===== config.mk =====
export PLATFORM = sky130hd
export DESIGN_NAME = reset_seq_pf_flat
export DESIGN_NICKNAME = d
export VERILOG_FILES = /design/src/rtl/reset_seq_pf_pkg.sv /design/src/rtl/reset_seq_pf_if.sv /design/src/rtl/reset_seq_pf_sync_chain.sv /design/src/rtl/reset_seq_pf.sv /design/src/flat_wrapper.sv
export SDC_FILE = /design/constraint.sdc
export NUM_CORES = 1
export LEC_CHECK = 0
export CORE_ASPECT_RATIO = 0.8
export CORE_MARGIN = 2
export CORE_UTILIZATION = 35
export CTS_BUF_LIST = sky130_fd_sc_hd__clkbuf_8
export DETAILED_ROUTE_END_ITERATION = 8
export HOLD_SLACK_MARGIN = 0.06
export PLACE_DENSITY = 0.65
export SLEW_MARGIN = 20
export SYNTH_ARGS = -nofsm -noshare
export SYNTH_HDL_FRONTEND = slang
export SYNTH_SLANG_ARGS = --single-unit

===== constraint.sdc =====
create_clock -name CLK -period 2.4 [get_ports CLK]
set_clock_uncertainty 0.2 [all_clocks]
set_input_delay 0.24 -clock CLK [delete_from_list [all_inputs] [get_ports CLK]]
set_output_delay 0.24 -clock CLK [all_outputs]
set_load 0.01 [all_outputs]

===== src/rtl/reset_seq_pf_pkg.sv =====
// Shared types and sizing helpers for the sequenced PolarFire fabric reset block.
package reset_seq_pkg;

    typedef enum logic [1:0] {
        HOLD    = 2'd0,
        RELEASE = 2'd1,
        RUN     = 2'd2
    } state_t;

    // Sized so the larger terminal count fits; the counter clears at every terminal count.
    function automatic int cnt_width(input int min_hold, input int stage_dly);
        int m;
        m = (min_hold > stage_dly) ? min_hold : stage_dly;
        return $clog2(m + 1);
    endfunction

endpackage


===== src/rtl/reset_seq_pf_if.sv =====
// Device-status inputs and reset outputs of reset_seq_pf grouped as one bundle.
interface reset_seq_pf_if #(
    parameter int N_CH  = 3,
    parameter int N_PLL = 1
);
    logic             BANK_x_VDDI_STATUS;
    logic             BANK_y_VDDI_STATUS;
    logic             FPGA_POR_N;
    logic [N_PLL-1:0] PLL_LOCK;
    logic             SS_BUSY;
    logic             INIT_DONE;
    logic             FF_US_RESTORE;
    logic             SOFT_RST;
    logic             PLL_POWERDOWN_B;
    logic [N_CH-1:0]  FABRIC_RESET_N;
    logic             RST_DONE;

    modport master (
        output BANK_x_VDDI_STATUS, BANK_y_VDDI_STATUS, FPGA_POR_N, PLL_LOCK,
               SS_BUSY, INIT_DONE, FF_US_RESTORE, SOFT_RST,
        input  PLL_POWERDOWN_B, FABRIC_RESET_N, RST_DONE
    );

    modport slave (
        input  BANK_x_VDDI_STATUS, BANK_y_VDDI_STATUS, FPGA_POR_N, PLL_LOCK,
               SS_BUSY, INIT_DONE, FF_US_RESTORE, SOFT_RST,
        output PLL_POWERDOWN_B, FABRIC_RESET_N, RST_DONE
    );

endinterface


===== src/rtl/reset_seq_pf_sync_chain.sv =====
// Purpose: STAGES-deep single-bit synchroniser with asynchronous active-high clear.
// Latency: STAGES cycles from d to q.
// Backpressure: none.
module reset_sync_chain #(
    parameter int STAGES = 2
) (
    input  logic CLK,
    input  logic INTERNAL_RST,
    input  logic d,
    output logic q
);

    logic [STAGES-1:0] sync_q;

    always_ff @(posedge CLK or posedge INTERNAL_RST) begin
        if (INTERNAL_RST) begin
            sync_q <= '0;
        end else begin
            sync_q <= {sync_q[STAGES-2:0], d};
        end
    end

    assign q = sync_q[STAGES-1];

endmodule


===== src/rtl/reset_seq_pf.sv =====
// Purpose: qualify device readiness and release N_CH fabric resets in order after a hold time.
// Latency: channel k releases MIN_HOLD + k*STAGE_DLY cycles after synchronised ready rises.
// Backpressure: none; faults and SOFT_RST re-assert every channel at the next edge.
module reset_seq_pf
    import reset_seq_pkg::*;
#(
    parameter int N_CH        = 3,
    parameter int N_PLL       = 1,
    parameter int SYNC_STAGES = 2,
    parameter int MIN_HOLD    = 16,
    parameter int STAGE_DLY   = 4
) (
    input logic          CLK,
    input logic          EXT_RST,
    reset_seq_pf_if.slave bus
);

    localparam int CW = cnt_width(MIN_HOLD, STAGE_DLY);
    localparam int IW = $clog2(N_CH + 1);
    localparam logic [CW-1:0] HOLD_TC  = CW'(MIN_HOLD - 1);
    localparam logic [CW-1:0] STAGE_TC = CW'(STAGE_DLY - 1);

    logic [N_PLL-1:0] pll_lock;
    logic             raw_rdy;
    logic             rdy_s;
    state_t           state;
    logic [CW-1:0]    cnt;
    logic [IW-1:0]    idx;
    logic [N_CH-1:0]  rel;

    assign pll_lock = bus.PLL_LOCK;
    assign raw_rdy  = ((bus.BANK_x_VDDI_STATUS & (&pll_lock)) | bus.SS_BUSY) & bus.INIT_DONE;

    reset_sync_chain #(
        .STAGES (SYNC_STAGES)
    ) u_rdy_sync (
        .CLK          (CLK),
        .INTERNAL_RST (EXT_RST),
        .d            (raw_rdy),
        .q            (rdy_s)
    );

    always_ff @(posedge CLK or posedge EXT_RST) begin
        if (EXT_RST) begin
            state <= HOLD;
            cnt   <= '0;
            idx   <= IW'(1);
            rel   <= '0;
        end else if (bus.SOFT_RST || !rdy_s) begin
            // Loss of readiness or a soft request overrides any release due this edge.
            state <= HOLD;
            cnt   <= '0;
            idx   <= IW'(1);
            rel   <= '0;
        end else begin
            case (state)
                HOLD: begin
                    if (cnt == HOLD_TC) begin
                        rel[0] <= 1'b1;
                        cnt    <= '0;
                        idx    <= IW'(1);
                        state  <= (N_CH == 1) ? RUN : RELEASE;
                    end else begin
                        cnt <= cnt + 1'b1;
                    end
                end
                RELEASE: begin
                    if (cnt == STAGE_TC) begin
                        for (int k = 1; k < N_CH; k++) begin
                            if (idx == IW'(k)) rel[k] <= 1'b1;
                        end
                        cnt <= '0;
                        idx <= idx + 1'b1;
                        if (idx == IW'(N_CH - 1)) state <= RUN;
                    end else begin
                        cnt <= cnt + 1'b1;
                    end
                end
                RUN: begin
                    rel <= '1;
                end
                default: begin
                    state <= HOLD;
                    cnt   <= '0;
                    idx   <= IW'(1);
                    rel   <= '0;
                end
            endcase
        end
    end

    // Restore bypass is a pure OR so the fabric sees it even while EXT_RST is held.
    assign bus.FABRIC_RESET_N  = rel | {N_CH{bus.FF_US_RESTORE}};
    assign bus.RST_DONE        = &rel;
    assign bus.PLL_POWERDOWN_B = bus.BANK_y_VDDI_STATUS & bus.FPGA_POR_N;

endmodule


===== src/flat_wrapper.sv =====
// flat-port wrapper written by rule: the top's interface ports become plain ports
module reset_seq_pf_flat import reset_seq_pkg::*;
#(
    parameter int N_CH        = 3,
    parameter int N_PLL       = 1,
    parameter int SYNC_STAGES = 2,
    parameter int MIN_HOLD    = 16,
    parameter int STAGE_DLY   = 4
)
  (CLK, EXT_RST, bus_BANK_x_VDDI_STATUS, bus_BANK_y_VDDI_STATUS, bus_FPGA_POR_N, bus_PLL_LOCK, bus_SS_BUSY, bus_INIT_DONE, bus_FF_US_RESTORE, bus_SOFT_RST, bus_PLL_POWERDOWN_B, bus_FABRIC_RESET_N, bus_RST_DONE);
  reset_seq_pf_if #(.N_CH(N_CH), .N_PLL(N_PLL)) bus_i ();
  input logic CLK;
  input logic EXT_RST;
  input wire logic [$bits(bus_i.BANK_x_VDDI_STATUS)-1:0] bus_BANK_x_VDDI_STATUS;
  input wire logic [$bits(bus_i.BANK_y_VDDI_STATUS)-1:0] bus_BANK_y_VDDI_STATUS;
  input wire logic [$bits(bus_i.FPGA_POR_N)-1:0] bus_FPGA_POR_N;
  input wire logic [$bits(bus_i.PLL_LOCK)-1:0] bus_PLL_LOCK;
  input wire logic [$bits(bus_i.SS_BUSY)-1:0] bus_SS_BUSY;
  input wire logic [$bits(bus_i.INIT_DONE)-1:0] bus_INIT_DONE;
  input wire logic [$bits(bus_i.FF_US_RESTORE)-1:0] bus_FF_US_RESTORE;
  input wire logic [$bits(bus_i.SOFT_RST)-1:0] bus_SOFT_RST;
  output wire logic [$bits(bus_i.PLL_POWERDOWN_B)-1:0] bus_PLL_POWERDOWN_B;
  output wire logic [$bits(bus_i.FABRIC_RESET_N)-1:0] bus_FABRIC_RESET_N;
  output wire logic [$bits(bus_i.RST_DONE)-1:0] bus_RST_DONE;
  assign bus_i.BANK_x_VDDI_STATUS = bus_BANK_x_VDDI_STATUS;
  assign bus_i.BANK_y_VDDI_STATUS = bus_BANK_y_VDDI_STATUS;
  assign bus_i.FPGA_POR_N = bus_FPGA_POR_N;
  assign bus_i.PLL_LOCK = bus_PLL_LOCK;
  assign bus_i.SS_BUSY = bus_SS_BUSY;
  assign bus_i.INIT_DONE = bus_INIT_DONE;
  assign bus_i.FF_US_RESTORE = bus_FF_US_RESTORE;
  assign bus_i.SOFT_RST = bus_SOFT_RST;
  assign bus_PLL_POWERDOWN_B = bus_i.PLL_POWERDOWN_B;
  assign bus_FABRIC_RESET_N = bus_i.FABRIC_RESET_N;
  assign bus_RST_DONE = bus_i.RST_DONE;
  reset_seq_pf #(.N_CH(N_CH), .N_PLL(N_PLL), .SYNC_STAGES(SYNC_STAGES), .MIN_HOLD(MIN_HOLD), .STAGE_DLY(STAGE_DLY)) u_core (.CLK(CLK), .EXT_RST(EXT_RST), .bus(bus_i));
endmodule

# == After elaboration in Yosys (flattened, before gate mapping) ==
# Cells that the tools add are included.
# word_totals
reg_bits,14
output_inout_bits,5
input_bits,10
wordCells,55
# op_classes
n_mux,19
eq_ne,13
n_bitwise,5
reduce_logical,9
add_sub_neg,2
# ops
operator,count
case mux 2 bit (3 select lines),3
2-to-1 mux 5 bit,3
case mux 5 bit (3 select lines),1
2-to-1 mux 2 bit,7
"!= test 3 x 1 -> 1 bit, second input constant",4
AND reduction 3 bit,4
"!= test 2 x 1 -> 1 bit, second input constant",3
"adder 5 x 1 -> 5 bit, second input constant",1
"equality test 5 x 2 -> 1 bit, second input constant",1
"equality test 5 x 4 -> 1 bit, second input constant",1
"equality test 2 x 1 -> 1 bit, second input constant",2
"equality test 2 bit, second input constant",2
AND reduction 4 bit,1
AND 1 bit,3
2-to-1 mux 1 bit,3
2-to-1 mux 3 bit,1
OR 3 bit,1
case mux 1 bit (3 select lines),1
"adder 2 x 1 -> 2 bit, second input constant",1
logical NOT 2 bit,1
AND reduction 2 bit,1
logical NOT 1 bit,1
logical OR 1 bit,1
OR 1 bit,1

# == Depth between registers and ports, before layout ==
# Gate-level depths: netlist of the first run.
# depth
word_depth,5
mapped_depth,8
ltp_nobuf,8

# == Cells and area by module ==
# Synthesis of the first run repeated with hierarchy kept, for this count alone.
# hier_totals
hier_cells,92
hier_area_um2,878.3
# modules_own_cells
mod,area_per_inst_um2,n_inst,seq_area_each_um2,cells_each
reset_seq_pf,824.5,1,301.5,89
reset_sync_chain,53.8,1,50.0,3

# == Worst setup path after synthesis of the first run ==
# OpenSTA, ideal clock, no wires.
# synth_timing
path_kind,flip-flop to flip-flop
start,register u_core.cnt[0]
end,register u_core.cnt[0]
setup_ns,0.078
slack_ns,0.488
path_stages_with_launch,9
period_less_slack_ns,1.912
required_ns,2.122
t_arrival_ns,1.633
n_path_buf,0
path_cell_list,dfrtp_1 > ha_1 > nand3_1 > inv_1 > ha_1 > nor2b_1 > a21oi_2 > or3_1 > a21oi_1
# synth_via
elab_chain_len,4
word_cells_on_any_way,7
classes_between,add/sub: 1; eq/ne: 2; mux: 4
# synth_lines
element,line,source
from (decl),reset_seq_pf.sv:27,logic [CW-1:0] cnt;
from (signal assigned),reset_seq_pf.sv:64,cnt <= cnt + 1'b1;
from (signal assigned),reset_seq_pf.sv:76,cnt <= cnt + 1'b1;
adder 5 x 1 -> 5 bit (tied with other cells),"reset_seq_pf.sv:64, reset_seq_pf.sv:76",
"2-to-1 mux 5 bit, on equally long branches","reset_seq_pf.sv:68, reset_seq_pf.sv:58",
case mux 5 bit (3 select lines) (*),reset_seq_pf.sv:56,case (state)
2-to-1 mux 5 bit (*),reset_seq_pf.sv:49,end else if (bus.SOFT_RST || !rdy_s) begin
# Every way passes the cells marked *; elsewhere a longest branch is shown, timed or not.
# A chain may end at the register's enable or synchronous reset.

# == Worst setup path in the final report of the first run ==
# Ends and elaborated chain as after synthesis.

==> results.cfg, run 1 <==
[grt]
antenna_found_initial = 0
grt_pass1_wl_um = 3120
grt_pass1_vias = 665
grt_max_degree = 15
grt-ovfl-total = 0
grt.total_usage_pct = 13.8

[routing]
drt_wl_total_um = 1850
route.vias.total = 743
route.detailed.drc = 0
drtPass1Iterations = 4
via_per_inst = 5.02
drt_iter0_markers = 20
antenna_left = 0
routedWlPerCell_um = 12.5

[worst_setup_path]
worstPathArrival_ns = 2.09
critical_path_class = flop to flop
max_stage_delay_ns = 0.40
crit_required_ns = 2.36
critPathSlowestCell = dfrtp_1
critPathTopFamily = simple AND/OR/NAND/NOR gates
critPathMaxFanout = 5
crit_buf_inv = 1
cp-end-kind = flop
r2r_slack_ns = 0.27
crit_chain = ha_1 -> nand3_1 -> inv_1 -> ha_1 -> nor2b_1 -> a21oi_2 -> or3_1 -> a21oi_1
cp-start-kind = flop
cpMostUsedCell = ha_1

[logic_synthesis]
muxShareOfSynthArea_pct = 2.24
ys_seq_area_share_pct = 39.4
synth_compound_area_share_pct = 17.7
synth_seq_cells = 14
synth-xor-area-share_pct = 0
synth_cell_types = 32
synth_common_cells = dfrtp_1 (13), inv_1 (10), ha_1 (9)
synth-simple-area-share_pct = 22.6
synth_warnings = 0
post_synth_fa_ha_maj_area_fraction_pct = 12.6
yosys.area.top_type = dfrtp_1
netlist_area_sq_um = 892
ys.flop_type = dfrtp_1
synth_area_leaders = dfrtp_1 (36%), ha_1 (13%), inv_1 (4.2%), nor2b_1 (3.5%), a21oi_1 (3.4%)
syn_nets = 116
synthCells = 97
synth.most_common_cell = dfrtp_1
syn_avg_cell_area_sq_um = 9.20
synth_edf_count = 0
yosys.area.top_type_share_pct = 36.5
synth_top_family_by_area = simple AND/OR/NAND/NOR gates
async_flop_share_pct = 100

[sta]
worstMarginPinSlew_ns = 0.596
period_minus_slack_ns = 2.13
finalSetupViolCount = 0
hold_violations = 0
rsz0062_at_grt = no
timing.slew.headroom_pct = 60.1
fin_crit_sh_pct = 88.6
drv_slew = 0
holdWs_ns = 0.140
tns_ns = 0
fmax_mhz = 470

[clock_network]
postCtsHoldBufs = 0
post_cts_resized = 0
clock-sinks = 14
post-cts-setup-buffer-count = 0
h-tree-depth = 1
clk_pin_slew_ns = 0.06
clk_path_buf_depth = 2
cts_tree = built
cts_inserted_buffers = 3
clkLatencyLatePin_ns = 0.25
root_buffer = clkbuf_8

[floorplanning]
die_x_um = 60.4
fp-row-count = 16
design.core.area_sq_um = 2440
die_area_sq_um = 2970
ios = 15
die_y_um = 49.2
initial_utilization_pct = 36.5

[finish]
area_growth_pct = 25.7
layout.nets = 132
fillers = 246
antenna-diode-count = 0
final_layout_size_suffix_gt1_share_pct = 10.7
fin_util_pct = 45.9

[power]
ir_worst_vdd_v = 0.000382
p_per_area_nw_per_um2 = 457
static-leakage-power_nw = 0.505

[place]
io_buffer_count = 14
gp_congestion = 0.781
hpwl_um = 1410

[status]
status = finished, final reports clean

[job]
drv_cap = 0

[worst_hold_path]
hp-class = primary input to async pin
sequential cells by signal, summed over array words and instances (netlist names):
signal                    flops
u_core.idx                    2
u_core.state                  2
u_core.cnt                    5
u_core.rel                    3
u_core.u_rdy_sync.sync_q      2
layout by cell type (no fill, tap or decap), types with 2 or more instances in the layout:
| cell | netlist | routed |
|---|---|---|
| nor2_1 | 7 | 7 |
| clkbuf_8 | 0 | 4 |
| and3_1 | 3 | 3 |
| nand2_1 | 3 | 3 |
| mux2i_1 | 2 | 2 |
| nand3_1 | 4 | 4 |
| o21bai_1 | 2 | 2 |
| o21ai_0 | 4 | 4 |
| a31oi_1 | 3 | 3 |
| nor2b_1 | 5 | 5 |
| nor3_1 | 3 | 3 |
| ha_1 | 9 | 9 |
| or2_2 | 4 | 4 |
| clkdlybuf4s50_1 | 0 | 14 |
| dfrtp_1 | 13 | 13 |
| inv_1 | 10 | 10 |
| a32o_1 | 2 | 2 |
| a21oi_1 | 6 | 6 |
kinds of logic (layout without fill, tap and decap cells):
| group | count (synthesis) | count (layout) |
|---|---|---|
| AO/OA/AOI/OAI | 24 | 24 |
| adder cells (fa/ha/maj) | 9 | 9 |
| buffers and inverters | 13 | 28 |
| multiplexers | 2 | 2 |
| flip-flops | 14 | 14 |
| AND/OR/NAND/NOR | 35 | 35 |
worst register-to-register path, delay by kind of cell, from the launching register on:
family                     cells  cell delay (ns)
buffers and inverters          1             0.05
adders and majority gates      2             0.42
DFF                            1             0.40
AOI/OAI and AO/OA              2             0.22
and+or+nand+nor                3             0.76
through the flow:
stage | setup WS [ns] | cells | power [W] | instance area, sq um
final | 0.273 | 148 | 0.000513 | 1120
after global routing | 0.0850 | 148 | 0.000538 | 1120
after CTS | 0.301 | 148 | 0.000520 | 1120
after detailed placement | 0.329 | 144 | 0.000286 | 1070
after global placement | 0.378 | 144 | 0.000286 | 1070
after floorplan | 0.488 | 97 | 0.000261 | 892
layout make-up:
class,count,area (sq um),share of cell area [%]
Tap cell,36,45.0,4.02
Clock buffer,4,55.1,4.91
Inverter,10,37.5,3.35
Multi-Input combinational cell,70,492,43.9
Sequential cell,14,352,31.4
Timing Repair Buffer,14,140,12.5
power breakdown:
part | switching [W] | total (W) | internal (W) | leakage (nW)
Combinational | 0.0000165 | 0.0000403 | 0.0000239 | 0.287
Clock | 0.0000858 | 0.000231 | 0.000145 | 0.0288
Sequential | 0.00000172 | 0.000241 | 0.000239 | 0.189
Total | 0.000104 | 0.000513 | 0.000409 | 0.505
path summary, 6_finish.rpt:
| kind | from | endpoint | cells after the start |
|---|---|---|---|
| max reg2reg | u_core.cnt[0]$_DFFE_PP0P_ | u_core.cnt[0]$_DFFE_PP0P_ | 8 |
| min | EXT_RST | u_core.cnt[2]$_DFFE_PP0P_ | 2 |
| min reg2reg | u_core.u_rdy_sync.sync_q[0]$_DFF_PP0_ | u_core.u_rdy_sync.sync_q[1]$_DFF_PP0_ | 0 |
| max in group asynchronous | EXT_RST | u_core.idx[0]$_DFFE_PP1P_ | 2 |
| min in group CLK | u_core.u_rdy_sync.sync_q[0]$_DFF_PP0_ | u_core.u_rdy_sync.sync_q[1]$_DFF_PP0_ | 0 |
| max | u_core.cnt[0]$_DFFE_PP0P_ | u_core.cnt[0]$_DFFE_PP0P_ | 8 |
metal layers:
| metal | share of wire (%) | GRT usage (%) | routed length (um) | up-vias |
|---|---|---|---|---|
| met5 | 0 | 0 | 0 | - |
| met4 | 0 | 0 | 0 | 0 |
| met3 | 6.2 | 5.57 | 114 | 0 |
| met2 | 44 | 19.7 | 815 | 19 |
| met1 | 50 | 20.9 | 921 | 355 |
| li1 | - | - | - | 369 |
Note: power is estimated with default switching activity, not from simulation.
==> inputs of run 2 (changes only) <==
--- a/config.mk
+++ b/config.mk
@@ -6,7 +6,6 @@
 export NUM_CORES = 1
 export LEC_CHECK = 0
 export CORE_ASPECT_RATIO = 0.8
-export CORE_MARGIN = 2
 export CORE_UTILIZATION = 35
 export CTS_BUF_LIST = sky130_fd_sc_hd__clkbuf_8
 export DETAILED_ROUTE_END_ITERATION = 8
==> results.cfg, run 2 (synthesis results as in run 1) <==
[floorplanning]
die_area_sq_um = 2760
design.core.area_sq_um = 2270
die_x_um = 58.4
initial_utilization_pct = 39.3
die_y_um = 47.2
fp-row-count = 15
ios = 15

[power]
p_per_area_nw_per_um2 = 457
ir_worst_vdd_v = 0.000364
static-leakage-power_nw = 0.505
switchingPower_w = 0.000102
pwr-share-comb_pct = 7.8
internal_power_w = 0.000409
p_clk_share_pct = 44.9
switching_share_pct = 20.0
seq_power_share_pct = 47.3

[grt]
grt_max_degree = 15
antenna_found_initial = 0
grt.busiest_layer = met2
grt_pass1_vias = 656
grt_pass1_wl_um = 2990
met3_usage_pct = 2.48
grt-ovfl-total = 0
grt_use_met1_pct = 21.0
use_met2_pct = 22.5
grt.total_usage_pct = 14.9

[finish]
largest_reg_flops = 5
area_growth_pct = 25.4
antenna-diode-count = 0
layout.nets = 132
final_layout_size_suffix_gt1_share_pct = 10.7
final_common_cell = clkdlybuf4s50_1
layout_common_cells = clkdlybuf4s50_1 (14), dfrtp_1 (13), inv_1 (10)
fin_util_pct = 49.3
largest_register = u_core.cnt
top_regs = u_core.cnt (5), u_core.rel (3)

[place]
gp_congestion = 0.846
io_buffer_count = 14
hpwl_um = 1340

[worst_setup_path]
critPathSlowestCell = dfrtp_1
cp-start-kind = flop
cp-end-kind = flop
cpMostUsedCell = ha_1
worstPathArrival_ns = 2.07
crit_required_ns = 2.37
r2r.worst_path.cells = 8
crit_chain = ha_1 -> nand3_1 -> inv_1 -> ha_1 -> nor2b_1 -> a21oi_2 -> or3_1 -> a21oi_1
critPathMaxFanout = 5
max_stage_delay_ns = 0.40
critical_path_class = flop to flop

[sta]
period_minus_slack_ns = 2.10
rsz0062_at_grt = no
drv_slew = 0
timing.slew.headroom_pct = 61.7
worstMarginPinSlew_ns = 0.573
hold_violations = 0
fmax_mhz = 475
tns_ns = 0
finalSetupViolCount = 0
fin_crit_sh_pct = 87.7

[clock_network]
post_cts_resized = 0
cts_tree = built
cts_inserted_buffers = 3
clock-sinks = 14
h-tree-depth = 1
postCtsHoldBufs = 0
clkLatencyLatePin_ns = 0.24
root_buffer = clkbuf_8
post-cts-setup-buffer-count = 0
clk_pin_slew_ns = 0.06
clk_path_buf_depth = 2

[routing]
drt_wl_total_um = 1810
routedWlPerCell_um = 12.4
via_per_inst = 5.08
antenna_left = 0
route.detailed.drc = 0
drt_iter0_markers = 35
drtPass1Iterations = 4
route.vias.total = 742

[status]
status = finished, final reports clean

[job]
drv_cap = 0

[worst_hold_path]
hp-class = primary input to async pin
-- run 2: cell counts in the layout (fill, tap and decap cells not counted) --
No cell type changed its count.
-- run 2: critical path: cells and delay by family (launching register included) --
| kind | cells | cell delay (ns) |
|---|---|---|
| AOI/OAI and AO/OA | 2 | 0.20 |
| adders and majority gates | 2 | 0.43 |
| buffers and inverters | 1 | 0.05 |
| DFF | 1 | 0.40 |
| and+or+nand+nor | 3 | 0.75 |
-- run 2: cell type report --
| cell class | count | area (sq um) |
|---|---|---|
| Fill cell | 209 | 1150 |
| Multi-Input combinational cell | 70 | 492 |
| Sequential cell | 14 | 352 |
| Timing Repair Buffer | 14 | 140 |
| Clock buffer | 4 | 55.1 |
| Tap cell | 34 | 42.5 |
| Inverter | 10 | 37.5 |
-- run 2: path summary, 6_finish.rpt --
kind                                                        from                               endpoint  slack, ns
hold / removal                                           EXT_RST              u_core.rel[0]$_DFFE_PP0P_       0.13
setup / recovery                       u_core.cnt[0]$_DFFE_PP0P_              u_core.cnt[0]$_DFFE_PP0P_       0.30
min in group CLK           u_core.u_rdy_sync.sync_q[0]$_DFF_PP0_  u_core.u_rdy_sync.sync_q[1]$_DFF_PP0_       0.16
max in group asynchronous                                EXT_RST              u_core.idx[0]$_DFFE_PP1P_       1.51
hold reg to reg            u_core.u_rdy_sync.sync_q[0]$_DFF_PP0_  u_core.u_rdy_sync.sync_q[1]$_DFF_PP0_       0.16
setup reg to reg                       u_core.cnt[0]$_DFFE_PP0P_              u_core.cnt[0]$_DFFE_PP0P_       0.30
-- run 2: power by group through the flow --
stage               logic [W]  clock network, W  registers [W]
floorplan           0.0000160                 0       0.000245
global placement    0.0000403                 0       0.000245
detailed placement  0.0000405                 0       0.000245
CTS                 0.0000405          0.000236       0.000241
global route        0.0000440          0.000244       0.000242
finish              0.0000400          0.000229       0.000241
-- run 2: metrics by stage --
stage	total power, W	setup slack (ns)	instance area, sq um	hold slack, ns	instances
2_1_floorplan	0.000261	0.488	892	-0.0715	97
3_3_place_gp	0.000286	0.394	1060	0.155	142
3_5_place_dp	0.000286	0.322	1060	0.139	142
4_1_cts	0.000518	0.301	1120	0.143	146
5_1_grt	0.000530	0.0691	1120	0.187	146
6_report	0.000511	0.295	1120	0.130	146
-- run 2: layer usage --
layer  wire length [um]  up-vias  part of all wire [%]
met5                  0        -                     0
met4                 10        0                  0.55
met3                119        2                   6.6
met2                809       32                    45
met1                871      340                    48
li1                   -      368                     -
==> inputs of run 3 (changes only) <==
--- a/config.mk
+++ b/config.mk
@@ -5,12 +5,14 @@
 export SDC_FILE = /design/constraint.sdc
 export NUM_CORES = 1
 export LEC_CHECK = 0
+export CELL_PAD_IN_SITES_DETAIL_PLACEMENT = 1
+export CELL_PAD_IN_SITES_GLOBAL_PLACEMENT = 1
 export CORE_ASPECT_RATIO = 0.8
 export CORE_UTILIZATION = 35
 export CTS_BUF_LIST = sky130_fd_sc_hd__clkbuf_8
 export DETAILED_ROUTE_END_ITERATION = 8
 export HOLD_SLACK_MARGIN = 0.06
-export PLACE_DENSITY = 0.65
+export PLACE_DENSITY = 0.79
 export SLEW_MARGIN = 20
 export SYNTH_ARGS = -nofsm -noshare
 export SYNTH_HDL_FRONTEND = slang
==> results.cfg, run 3 (synthesis results as in run 1) <==
[status]
status = finished, final reports clean

[place]
gp_congestion = 0.875
place_area_sq_um = 1060
dp_slack_ns = 0.217
io_buffer_count = 14
hpwl_um = 1610

[finish]
fin_util_pct = 49.3
top_regs = u_core.cnt (5), u_core.rel (3)
fin_area_sq_um = 1120
layout.nets = 132
antenna-diode-count = 0
area_growth_pct = 25.4
largest_register = u_core.cnt
layout_common_cells = clkdlybuf4s50_1 (14), dfrtp_1 (13), inv_1 (10)
final_layout_size_suffix_gt1_share_pct = 10.7
largest_reg_flops = 5
final_common_cell = clkdlybuf4s50_1

[worst_setup_path]
crit_buf_inv = 1
crit_chain = ha_1 -> nand3_1 -> inv_1 -> ha_1 -> nor2b_1 -> nor2_1 -> o32ai_1 -> a31oi_1
cp-startpoint = u_core.cnt[0]$_DFFE_PP0P_
r2r.worst_path.cells = 8
r2r_slack_ns = 0.17
critPathSlowestCell = dfrtp_1
worstPathArrival_ns = 2.19
timing.rr.start = u_core.cnt[0]$_DFFE_PP0P_
max_stage_delay_ns = 0.42
cp-endpoint = u_core.idx[0]$_DFFE_PP1P_
r2r_end = u_core.idx[0]$_DFFE_PP1P_
cp-start-kind = flop
critPathTopFamily = simple AND/OR/NAND/NOR gates
cp-end-kind = flop
cpMostUsedCell = ha_1
critical_path_class = flop to flop
crit_required_ns = 2.35
cp_num_cells = 8
critPathMaxFanout = 5

[grt]
antenna_found_initial = 0
grt_pass1_vias = 760
grt_max_degree = 15
grt_pass1_wl_um = 3710
grt-ovfl-total = 0
grt.total_usage_pct = 19.1

[worst_hold_path]
hp-class = primary input to async pin

[sta]
worstMarginPinSlew_ns = 0.578
tns_ns = 0
holdWs_ns = 0.133
timing.slew.headroom_pct = 61.4
fmax_mhz = 448
drv_slew = 0
setup_slack_ns = 0.168
finalSetupViolCount = 0
hold_violations = 0
period_minus_slack_ns = 2.23
rsz0062_at_grt = no
fin_crit_sh_pct = 93.0

[clock_network]
clkLatencyLatePin_ns = 0.25
clk_pin_slew_ns = 0.07
cts_tree = built
clk_path_buf_depth = 2
cts_inserted_buffers = 3
clock-sinks = 14
root_buffer = clkbuf_8
postCtsHoldBufs = 0
post-cts-setup-buffer-count = 0
post_cts_resized = 0
h-tree-depth = 1

[floorplanning]
die_area_sq_um = 2760
design.core.area_sq_um = 2270
initial_utilization_pct = 39.3
ios = 15
die_x_um = 58.4
fp-row-count = 15
die_y_um = 47.2

[routing]
route.vias.total = 768
routedWlPerCell_um = 14.9
antenna_left = 0
route.detailed.drc = 0
drt_wl_total_um = 2180
drt_iter0_markers = 17
drtPass1Iterations = 4
via_per_inst = 5.26

[job]
drv_cap = 0

[power]
ir_worst_vdd_v = 0.000301
p_per_area_nw_per_um2 = 464
static-leakage-power_nw = 0.505
==> run 3: per-stage QoR <==
step / instances / power [W]
final: 146 / 0.000520
after global routing: 146 / 0.000544
after CTS: 146 / 0.000531
after detailed placement: 142 / 0.000286
after global placement: 142 / 0.000286
after floorplan: 97 / 0.000261
==> run 3: worst min-delay path by stage <==
stage | slack, ns | depth (start not counted) | to
after floorplan | -0.07 | 1 | u_core.cnt[0]$_DFFE_PP0P_
after global placement | 0.14 | 0 | u_core.u_rdy_sync.sync_q[1]$_DFF_PP0_
after detailed placement | 0.15 | 0 | u_core.u_rdy_sync.sync_q[1]$_DFF_PP0_
after CTS | 0.15 | 2 | u_core.cnt[1]$_DFFE_PP0P_
after global routing | 0.17 | 0 | u_core.u_rdy_sync.sync_q[1]$_DFF_PP0_
final | 0.13 | 2 | u_core.cnt[1]$_DFFE_PP0P_
==> run 3: cell type report <==
cell class                 count  area, sq um
sequential                    14          352
clock buffer                   4         55.1
inverter                      10         37.5
tap                           34         42.5
timing repair buffer          14          140
fill                         266         1150
multi-input combinational     70          492
==> run 3: routing by layer <==
layer | share of wire (%) | up-vias | wire length, um | GRT usage, %
met2 | 45 | 17 | 991 | 30.1
met1 | 50 | 378 | 1090 | 25.6
met4 | 0.87 | 0 | 19 | 5.71
met3 | 3.7 | 2 | 80 | 5.79
li1 | - | 371 | - | -
met5 | 0 | - | 0 | 0
==> run 3: power breakdown <==
group	internal (W)	switching (W)	leakage (nW)
clock	0.000146	0.0000921	0.0288
combinational	0.0000238	0.0000167	0.287
sequential	0.000239	0.00000191	0.189
total	0.000409	0.000111	0.505
==> run 3: worst reg2reg max path, cell delays in order, from the launching register on <==
cell and delay (ns):
dfrtp_1 0.42, ha_1 0.27, nand3_1 0.12, inv_1 0.05, ha_1 0.18, nor2b_1 0.30, nor2_1 0.18, o32ai_1 0.31
a31oi_1 0.09
==> edit: new RTL, flow settings as in run 3 <==
Reset style: synchronous (`EXT_RST` and `INTERNAL_RST`), changed in 2 clocked blocks. Comments in the files are not updated.
--- a/src/rtl/reset_seq_pf_sync_chain.sv
+++ b/src/rtl/reset_seq_pf_sync_chain.sv
@@ -13,5 +13,5 @@
     logic [STAGES-1:0] sync_q;
 
-    always_ff @(posedge CLK or posedge INTERNAL_RST) begin
+    always_ff @(posedge CLK) begin
         if (INTERNAL_RST) begin
             sync_q <= '0;
--- a/src/rtl/reset_seq_pf.sv
+++ b/src/rtl/reset_seq_pf.sv
@@ -41,5 +41,5 @@
     );
 
-    always_ff @(posedge CLK or posedge EXT_RST) begin
+    always_ff @(posedge CLK) begin
         if (EXT_RST) begin
             state <= HOLD;
Formal check against the unedited RTL: same outputs for any inputs over 10 cycles, from zero or initial values and one cycle with EXT_RST high; that may be too few to reach the edited logic, so the function may still have changed.
==> edit against run 3 <==
First-iteration DRC count fell by 41%; power fell by 2.7%; wire length fell by 6.4%; count of clock-buffer cells in the layout did not move; area after synthesis fell by 9.7%; critical path depth fell by 3; combinational power fell by 22%; design area fell by 6.8%; worst setup slack improved by 0.11 ns; sequential cell count did not move; critical endpoint is now u_core.idx[0]; largest cell class unchanged; largest power group is now clock.
==> edit: results (changes against run 3) <==
.. list-table::
   :header-rows: 1

   * - Metric
     - Value
   * - Maximum number of pins on one net before global-route repair
     - 13 (-2)
   * - Power Dens Cells
     - 485.0 nW/um^2 (+4.4%)
   * - Via-to-Cell Ratio
     - 5.471 (+4.0%)
   * - Compound-gate portion of the synthesized area
     - 0.1553 (-0.02144)
   * - Worst R2R Setup Slack
     - 0.28 ns (+0.11 ns)
   * - Placed cell area
     - 987.2 sq um (-7.2%)
   * - Number of distinct library cell variants in the gate-level netlist after synthesis
     - 31 (-3.1%)
   * - Global placement routability congestion
     - 0.7569 (-13%)
   * - Commonest cells post-synth
     - dfxtp_1 (14), ha_1 (8), inv_1 (7), nor3_1 (7)
   * - Asr flop ratio synth
     - 0 (-1.000)
   * - Hold/Removal Path Class
     - flop to flop
   * - Post-synthesis sequential area ratio
     - 0.3478 (-0.04628)
   * - Combinational Power
     - 0.0000314 W (-22%)
   * - Switch Pwr
     - 0.0001034 W (-6.6%)
   * - Total sequential power
     - 0.000235 W (-2%)
   * - Cell types with the largest area share after synthesis
     - dfxtp_1 (35%), ha_1 (12%), nor3_1 (4.3%), a21oi_1 (3.7%), inv_1 (3.3%)
   * - Most used flip-flop cell after synthesis
     - dfxtp_1
   * - Proportion of synthesized area in mux cells
     - 0.02484 (+0.002404)
   * - Worst setup path start
     - u_core.cnt[0]
   * - Largest vdd supply drop
     - 0.0002428 V (-19%)
   * - Count of non-filler cells in the finished layout
     - 136 (-6.8%)
   * - Half-perimeter wire length of the detailed placement result
     - 1.451 mm (-10%)
   * - Status
     - finished clean
   * - R2R Path Start
     - u_core.cnt[0]
   * - Overall Global Routing Usage
     - 0.1868 (-0.003764)
-- edit: changes by cell type after synthesis, moves of 3 or more --
cell / change
nor3_1: +4
nand2_1: +3
dfrtp_1: -13
inv_1: -3
dfxtp_1: +14
-- edit: area by class of cell --
type	count	area, sq um
fillers	248	1116
multi-input cells	69	486.7
flip-flops and latches	14	280.3
repair buffers	17	162.7
clock buffers	4	55.05
well taps	25	31.28
inverters	7	26.28
-- edit: worst min-delay path by stage --
stage,end,from,cells after the start,slack [ns]
after floorplan,u_core.u_rdy_sync.sync_q[1],EXT_RST,1,0.11
after global placement,u_core.u_rdy_sync.sync_q[1],u_core.u_rdy_sync.sync_q[0],1,0.22
after detailed placement,u_core.u_rdy_sync.sync_q[1],u_core.u_rdy_sync.sync_q[0],1,0.24
after CTS,u_core.u_rdy_sync.sync_q[1],u_core.u_rdy_sync.sync_q[0],1,0.26
after global routing,u_core.u_rdy_sync.sync_q[1],u_core.u_rdy_sync.sync_q[0],1,0.27
final,u_core.u_rdy_sync.sync_q[1],u_core.u_rdy_sync.sync_q[0],1,0.25
-- edit: cell families after synthesis --
logic type	count (synthesis)
flops	14
mux	2
buf+inv	10
compound gates	18
fa+ha+maj	8
xor+xnor	1
simple gates	40
-- edit: critical path, cell delays in order, from the launching register on --
cell	delay, ns
dfxtp_1	0.39
ha_1	0.25
or4b_4	0.54
a211oi_4	0.36
and3_1	0.21
o21ai_1	0.06
-- edit: per-layer routing --
metal | GRT usage | wire, um
met4 | 0.1050 | 43
met3 | 0.02865 | 64
met1 | 0.2297 | 951
met5 | 0 | 0
met2 | 0.3229 | 982
-- edit: metrics by stage --
stage,worst slack [ns],util
after global placement,0.3895,0.4574
final,0.2786,0.4829
after floorplan,0.4747,-
after global routing,0.1630,0.4829
after CTS,0.2768,0.4829
after detailed placement,0.3265,0.4574
